[config.mk]
export PLATFORM = sky130hd
export DESIGN_NAME = button_events
export DESIGN_NICKNAME = d
export VERILOG_FILES = /design/src/rtl/button_events_pkg.sv /design/src/rtl/button_events_sync_2ff.sv /design/src/rtl/button_events.sv
export SDC_FILE = /design/constraint.sdc
export NUM_CORES = 1
export LEC_CHECK = 0
export CORE_AREA = 2 2 72 74
export CTS_CLUSTER_SIZE = 24
export DETAILED_ROUTE_END_ITERATION = 6
export DIE_AREA = 0 0 74 76
export PLACE_DENSITY = 0.67
export SYNTH_ARGS = -nofsm -noshare
export SYNTH_HDL_FRONTEND = slang
export SYNTH_HIERARCHICAL = 1
export SYNTH_SLANG_ARGS = --single-unit
[constraint.sdc]
create_clock -name clk -period 2.45 [get_ports clk]
set_clock_uncertainty 0.1 [all_clocks]
set_input_delay 0.245 -clock clk [delete_from_list [all_inputs] [get_ports clk]]
set_output_delay 0.245 -clock clk [all_outputs]
set_load 0.02 [all_outputs]
[src/rtl/button_events_pkg.sv]
// Shared definitions for the button event generator: state encoding,
// counter width and the terminal-count helper used by the FSM.
package button_events_pkg;

  // Width of the hold/repeat cycle counter.
  localparam int CNT_W = 32;

  typedef logic [CNT_W-1:0] cnt_t;

  // Encoding is fixed so other blocks and debug views can decode it.
  typedef enum logic [1:0] {
    ST_IDLE    = 2'd0,
    ST_PRESSED = 2'd1,
    ST_HELD    = 2'd2
  } state_t;

  // True when a counter that started at 0 has completed `period` cycles.
  function automatic logic at_term(input cnt_t c, input cnt_t period);
    return c == (period - cnt_t'(1));
  endfunction

endpackage : button_events_pkg

[src/rtl/button_events_sync_2ff.sv]
// Two-flop synchronizer bringing the asynchronous button level into the
// clk domain. q is the output of the second flop.
module sync_2ff (
  input  logic clk,
  input  logic rst_n,
  input  logic d,
  output logic q
);

  logic meta;

  // Shift d through two flops; both clear immediately on reset.
  // NOTE: sequential state uses non-blocking assignments so every flop
  // samples the pre-edge value of its neighbour, giving a true two-stage chain.
  always_ff @(posedge clk or negedge rst_n) begin
    if (!rst_n) begin
      meta <= 1'b0;
      q    <= 1'b0;
    end else begin
      meta <= d;
      q    <= meta;
    end
  end

endmodule : sync_2ff

[src/rtl/button_events.sv]
// Button event generator: turns a debounced button level into press,
// release, long-press and auto-repeat pulses plus a held level.
//
// Build option: define BUTTON_EVENTS_REPEAT_EN to enable the auto-repeat
// pulse while held. Without it repeat_pulse is constant 0, REPEAT_PERIOD
// is only range-checked, and the counter holds once HELD is reached.
//
// The release and repeat events are exposed as release_pulse and
// repeat_pulse because `release` and `repeat` are SystemVerilog keywords.
module button_events
  import button_events_pkg::*;
#(
  parameter int unsigned LONG_DELAY    = 125000,
  parameter int unsigned REPEAT_PERIOD = 25000
) (
  input  logic clk,
  input  logic rst_n,
  input  logic in,
  output logic press,
  output logic release_pulse,
  output logic long_press,
  output logic repeat_pulse,
  output logic held
);

  // Reject parameter values the counter logic cannot honour.
  if (LONG_DELAY < 2) begin : g_bad_long_delay
    $error("button_events: LONG_DELAY must be at least 2");
  end
  if (REPEAT_PERIOD < 2) begin : g_bad_repeat_period
    $error("button_events: REPEAT_PERIOD must be at least 2");
  end

  localparam cnt_t LONG_CNT = cnt_t'(LONG_DELAY);
`ifdef BUTTON_EVENTS_REPEAT_EN
  localparam cnt_t REPEAT_CNT = cnt_t'(REPEAT_PERIOD);
`endif

  logic   in_s;
  state_t state;
  cnt_t   cnt;

  sync_2ff u_sync (
    .clk   (clk),
    .rst_n (rst_n),
    .d     (in),
    .q     (in_s)
  );

  // Event FSM with registered outputs. Release is tested first in every
  // pressed state so it wins over a coinciding terminal count, which also
  // keeps the four pulses mutually exclusive.
  always_ff @(posedge clk or negedge rst_n) begin
    if (!rst_n) begin
      state         <= ST_IDLE;
      cnt           <= '0;
      press         <= 1'b0;
      release_pulse <= 1'b0;
      long_press    <= 1'b0;
      repeat_pulse  <= 1'b0;
      held          <= 1'b0;
    end else begin
      // Pulses default low and are raised for exactly one cycle below.
      press         <= 1'b0;
      release_pulse <= 1'b0;
      long_press    <= 1'b0;
      repeat_pulse  <= 1'b0;

      case (state)
        ST_IDLE: begin
          if (in_s) begin
            state <= ST_PRESSED;
            cnt   <= '0;
            press <= 1'b1;
            held  <= 1'b1;
          end
        end

        ST_PRESSED: begin
          if (!in_s) begin
            state         <= ST_IDLE;
            cnt           <= '0;
            release_pulse <= 1'b1;
            held          <= 1'b0;
          end else if (at_term(cnt, LONG_CNT)) begin
            state      <= ST_HELD;
            cnt        <= '0;
            long_press <= 1'b1;
          end else begin
            cnt <= cnt + cnt_t'(1);
          end
        end

        ST_HELD: begin
          if (!in_s) begin
            state         <= ST_IDLE;
            cnt           <= '0;
            release_pulse <= 1'b1;
            held          <= 1'b0;
          end
`ifdef BUTTON_EVENTS_REPEAT_EN
          else if (at_term(cnt, REPEAT_CNT)) begin
            cnt          <= '0;
            repeat_pulse <= 1'b1;
          end else begin
            cnt <= cnt + cnt_t'(1);
          end
`endif
        end

        // NOTE: an explicit default recovers from the unused encoding and
        // keeps the case fully specified.
        default: begin
          state <= ST_IDLE;
          cnt   <= '0;
          held  <= 1'b0;
        end
      endcase
    end
  end

  // At most one event pulse may be active in any cycle.
  assert property (@(posedge clk) disable iff (!rst_n)
    $onehot0({press, release_pulse, long_press, repeat_pulse}))
    else $error("button_events: more than one event pulse active");

endmodule : button_events

# Word level (Yosys, flattened, before mapping)
# Cells that the tools add are included.
# word_totals
register_bits,40
inputBits,3
wordCells,41
# classes
addsub,1
n_eq_ne,7
muxes,20
reduce_logical,5
# ops
op,count
$mux W32,4
$pmux W32 S3,1
$add A32 B1 Y32 const B,1
$eq A32 B17 Y1 const B,1
$mux W1,9
$mux W2,4
$pmux W2 S3,1
$ne A2 B2 Y1 const B,2
$reduce_and A2 Y1,2
$ne A3 B3 Y1 const B,1
$reduce_and A3 Y1,1
$eq A2 B1 Y1 const B,1
$eq A2 B2 Y1 const B,1
$logic_not A2 Y1,1
$ne A2 B1 Y1 const B,1
$pmux W1 S2,1
$reduce_or A2 Y1,1

# Depth between registers and ports, before layout
# depth
word_depth,4
mapped_depth,8
ltp_nobuf,6

# Modules after synthesis
# Netlist, hierarchy kept.
# modules_own_cells
module,n_inst,cells_per_inst,area_each_um2
button_events,1,241,2228.4
sync_2ff,1,2,50.0

# Least setup slack after synthesis
# No wires, ideal clock.
# synth_timing
path_type,register to register
startpoint,register state[0]
endpoint,register cnt[25]
setup_ns,0.088
arrival_ns,2.304
required_ns,2.262
setup_slack_ns,-0.042
stages_incl_launch_ff,9
cell_sequence,dfrtp_1 > inv_1 > ha_1 > mux2_4 > buf_6 > or4_4 > buf_6 > or4_1 > a22oi_1
# synth_between
elab_chain_len,3
elab_cells_between_ends,7
# synth_lines
element,line,rtl
"start, declared",button_events.sv:40,state_t state;
"start signal, assigned",button_events.sv:55,state <= ST_IDLE;
"start signal, assigned",button_events.sv:72,state <= ST_PRESSED;
"start signal, assigned",button_events.sv:81,state <= ST_IDLE;
$eq A2 B2 Y1 or $logic_not A2 Y1 (tied branches),button_events.sv:69,case (state)
$ne A2 B2 Y1 (no line) or $ne A2 B1 Y1 (tied branches),n/a,
$reduce_and A2 Y1 (no line),n/a,
"end signal, assigned",button_events.sv:90,cnt <= cnt + cnt_t'(1);
"end, declared",button_events.sv:41,cnt_t cnt;
# Parallel ways exist; a longest one is shown, timed or not.
# A chain may end at the register's enable or synchronous reset.

# Worst setup path in the final report
# layout_timing
startpoint,register state[0]
endpoint,register cnt[24]
# The elaborated chain is that of the path after synthesis.

==> flow_metrics.tcl <==
set metrics [dict create \
    ir_worst_vdd_uv 350 \
    syn-num-nets 250 \
    clkSlewWorstSetupHoldPaths_ps 80 \
    wl_per_cell_um 16.3 \
    drtPass1Iterations 4 \
    crit_required_ps 2570 \
    fin_ws_ps 125 \
    antenna_found_initial 0 \
    worstRegToRegCells 7 \
    cts_tree "built" \
    die_h_um 76 \
    area_growth_pct 13.5 \
    wl_met2_mm 2.48 \
    grt_max_degree 41 \
    drt_wl_total_mm 5.37 \
    worstPathMaxFanout 9 \
    clock_latency_ps 290 \
    synth_top_area_cell "dfrtp_1" \
    netlist_instances 243 \
    ant_nets 0 \
    drt-initial-drc-count 176 \
    fillers 442 \
    synth_edf_count 0 \
    antenna_cells 0 \
    cts_max_level 2 \
    dp_hpwl_mm 3.57 \
    cts_hold_buf 0 \
    top_layer "met4" \
    seqCellArea_um2 1000 \
    rsz0062_at_grt "no" \
    crit_type "reg -> reg" \
    drive_above_1_share_pct 11.9 \
    finalCritPeriodShare_pct 94.9 \
    grt_pass1_vias 1940 \
    maxSlewViolCount 0 \
    synth_top_area_share_pct 43.9 \
    outcome "finished, violations left" \
    grt_pass1_wl_mm 9.07 \
    die_w_um 74 \
    place_ws_ps 8.28 \
    globalRouteOverflowTotal 0 \
    nets 267 \
    cts-root-buf "clkbuf_8" \
    fmax_mhz 430 \
    power_density_nw_per_um2 606 \
    fp-row-count 26 \
    start_util_pct 46.4 \
    relSlewSlack_pct 39.6 \
    synth_flop_cell "dfrtp_1" \
    tightest_slew_ps 906 \
    synth_cell_types 41 \
    core_area_um2 4910 \
    r2r_setup_slack_ps 120 \
    timing.hold.ws_ps -23.3 \
    multi_input_area_um2 1180 \
    wl_met3_um 232 \
    period_needed_ps 2330 \
    startpoint_type "flop" \
    yosysWarningCount 6 \
    finalSetupViolCount 0 \
    synth_area_leaders "dfrtp_1 44%, a22oi_1 4.9%, or4_1 4.3%" \
    ys_async_sr_fraction_pct 100 \
    routed_via_density 6.18 \
    die-area_um2 5620 \
    drc 0 \
    end_kind "flop" \
    violations "negative hold slack" \
    numPortBuffers 6 \
    syn_area_per_cell_um2 9.38 \
    grt_usage_pct 20.4 \
    clock_sinks 40 \
    synth-seq-area-share_pct 43.9 \
    yosys_register_bits 40 \
    timing.max_cap.violations 0 \
    gp_congestion 0.913 \
    dpl.cell_count 320 \
    rr_endpoint "cnt[24]" \
    worstPathArrival_ps 2440 \
    vias 2040 \
    hp-class "in -> async" \
    finalNonFillerCells 330 \
    reg2reg_from "state[0]" \
    top_level_ports 8 \
    leakagePower_nw 0.995 \
    ctsLongestPathBuffers 2 \
    finalHoldViolations 40 \
    syn-cell-area_um2 2280 \
    fin_setup_tns_ps 0 \
    cts_buffers 5 \
    wl_met1_mm 2.59 \
]
## worst max-delay path, stage by stage, from the launching register on
cell	delay, ps
dfrtp_1	350
inv_1	80
ha_1	230
mux2_4	280
or4_4	440
buf_6	160
or4_1	460
a22oi_1	160
## flip-flops by register name, indices dropped and copies added, names as in the netlist
register       flops
state              2
held               1
u_sync/meta        1
long_press         1
press              1
u_sync/q           1
cnt               32
release_pulse      1
## where the power goes
group          internal [mW]  total, mW  switching, mW
combinational          0.175      0.426          0.252
clock                  0.194      0.420          0.226
sequential             0.698      0.722         0.0235
## how the worst max path moves through the flow
| stage | slack [ps] | start | end |
|---|---|---|---|
| final | 120 | state[0] | cnt[24] |
| after global routing | 6 | state[1] | cnt[25] |
| after CTS | 3 | state[0] | cnt[24] |
| after detailed placement | 8 | state[0] | cnt[24] |
| after global placement | 60 | state[0] | cnt[24] |
| after floorplan | 3 | state[1] | cnt[25] |
## Yosys cell counts (2+ instances only)
library cell	count
o31ai_1	10
nor4_1	14
or3_1	6
nor2_1	5
and2_1	2
buf_6	3
dfrtp_1	40
a22oi_1	15
a21oi_1	12
inv_1	8
xnor2_1	3
and4_1	4
a211oi_1	3
nand4_1	13
o21a_1	2
nand2_1	22
nand3_1	11
nor3_1	5
o21ai_0	15
nor4b_1	2
ha_1	4
or4_1	13
clkbuf_1	8
xor2_1	6
## stage by stage
| step | hold slack (ps) | cell area, um2 | utilization [%] | total power [mW] |
|---|---|---|---|---|
| finish | -23.3 | 2590 | 52.6 | 1.57 |
| global route | 54.0 | 2590 | 52.6 | 1.66 |
| CTS | 7.81 | 2560 | 52.2 | 1.58 |
| detailed placement | 240 | 2480 | 50.5 | 1.15 |
| global placement | 238 | 2480 | 50.5 | 1.15 |
| floorplan | -151 | 2280 | - | 0.972 |
## cells in the final DEF, fill, tap and decap left out, types with 3 or more instances in the layout
master,Yosys,layout
nor4_1,14,14
or3_1,6,6
a22oi_1,15,15
inv_1,8,8
nand2_1,22,22
nor2_1,5,5
ha_1,4,3
nand4_1,13,13
a211oi_1,3,3
nor3_1,5,5
clkbuf_8,0,5
dfrtp_1,40,40
buf_4,1,13
or4_1,13,12
xnor2_1,3,3
o31ai_1,10,10
xor2_1,6,6
clkdlybuf4s50_1,0,5
a21oi_1,12,12
and4_1,4,4
nand3_1,11,11
o21ai_0,15,15
## layout make-up
class / count / share of cell area, %
Timing Repair Buffer: 23 / 8.08
Sequential cell: 40 / 38.7
Clock buffer: 6 / 2.81
Clock inverter: 1 / 0.194
Multi-Input combinational cell: 182 / 45.7
Inverter: 8 / 1.16
Tap cell: 70 / 3.39
## kinds of logic (layout without fill, tap and decap cells)
logic type,after synthesis,count (layout),share of synthesized area [%]
other,1,1,0.165
AO/OA/AOI/OAI,61,61,17.6
adder cells (fa/ha/maj),4,4,2.20
multiplexers,2,2,1.10
buffers and inverters,21,38,4.67
XOR/XNOR,9,9,3.46
AND/OR/NAND/NOR,105,105,26.9
flip-flops,40,40,43.9
## per-layer routing
metal / track usage [%] / vias up
li1: - / 969
met1: 30.6 / 1014
met2: 29.4 / 52
met3: 2.78 / 5
met4: 8.00 / 0
met5: 0 / -
## repair_timing
item                                    CTS  global route
gates resized for setup                   1             1
cloned                                    0             1
pin swaps                                 0             2
endpoints found under the setup margin    1             6
setup buffers                             0             2
Note: power is estimated with default switching activity, not from simulation.
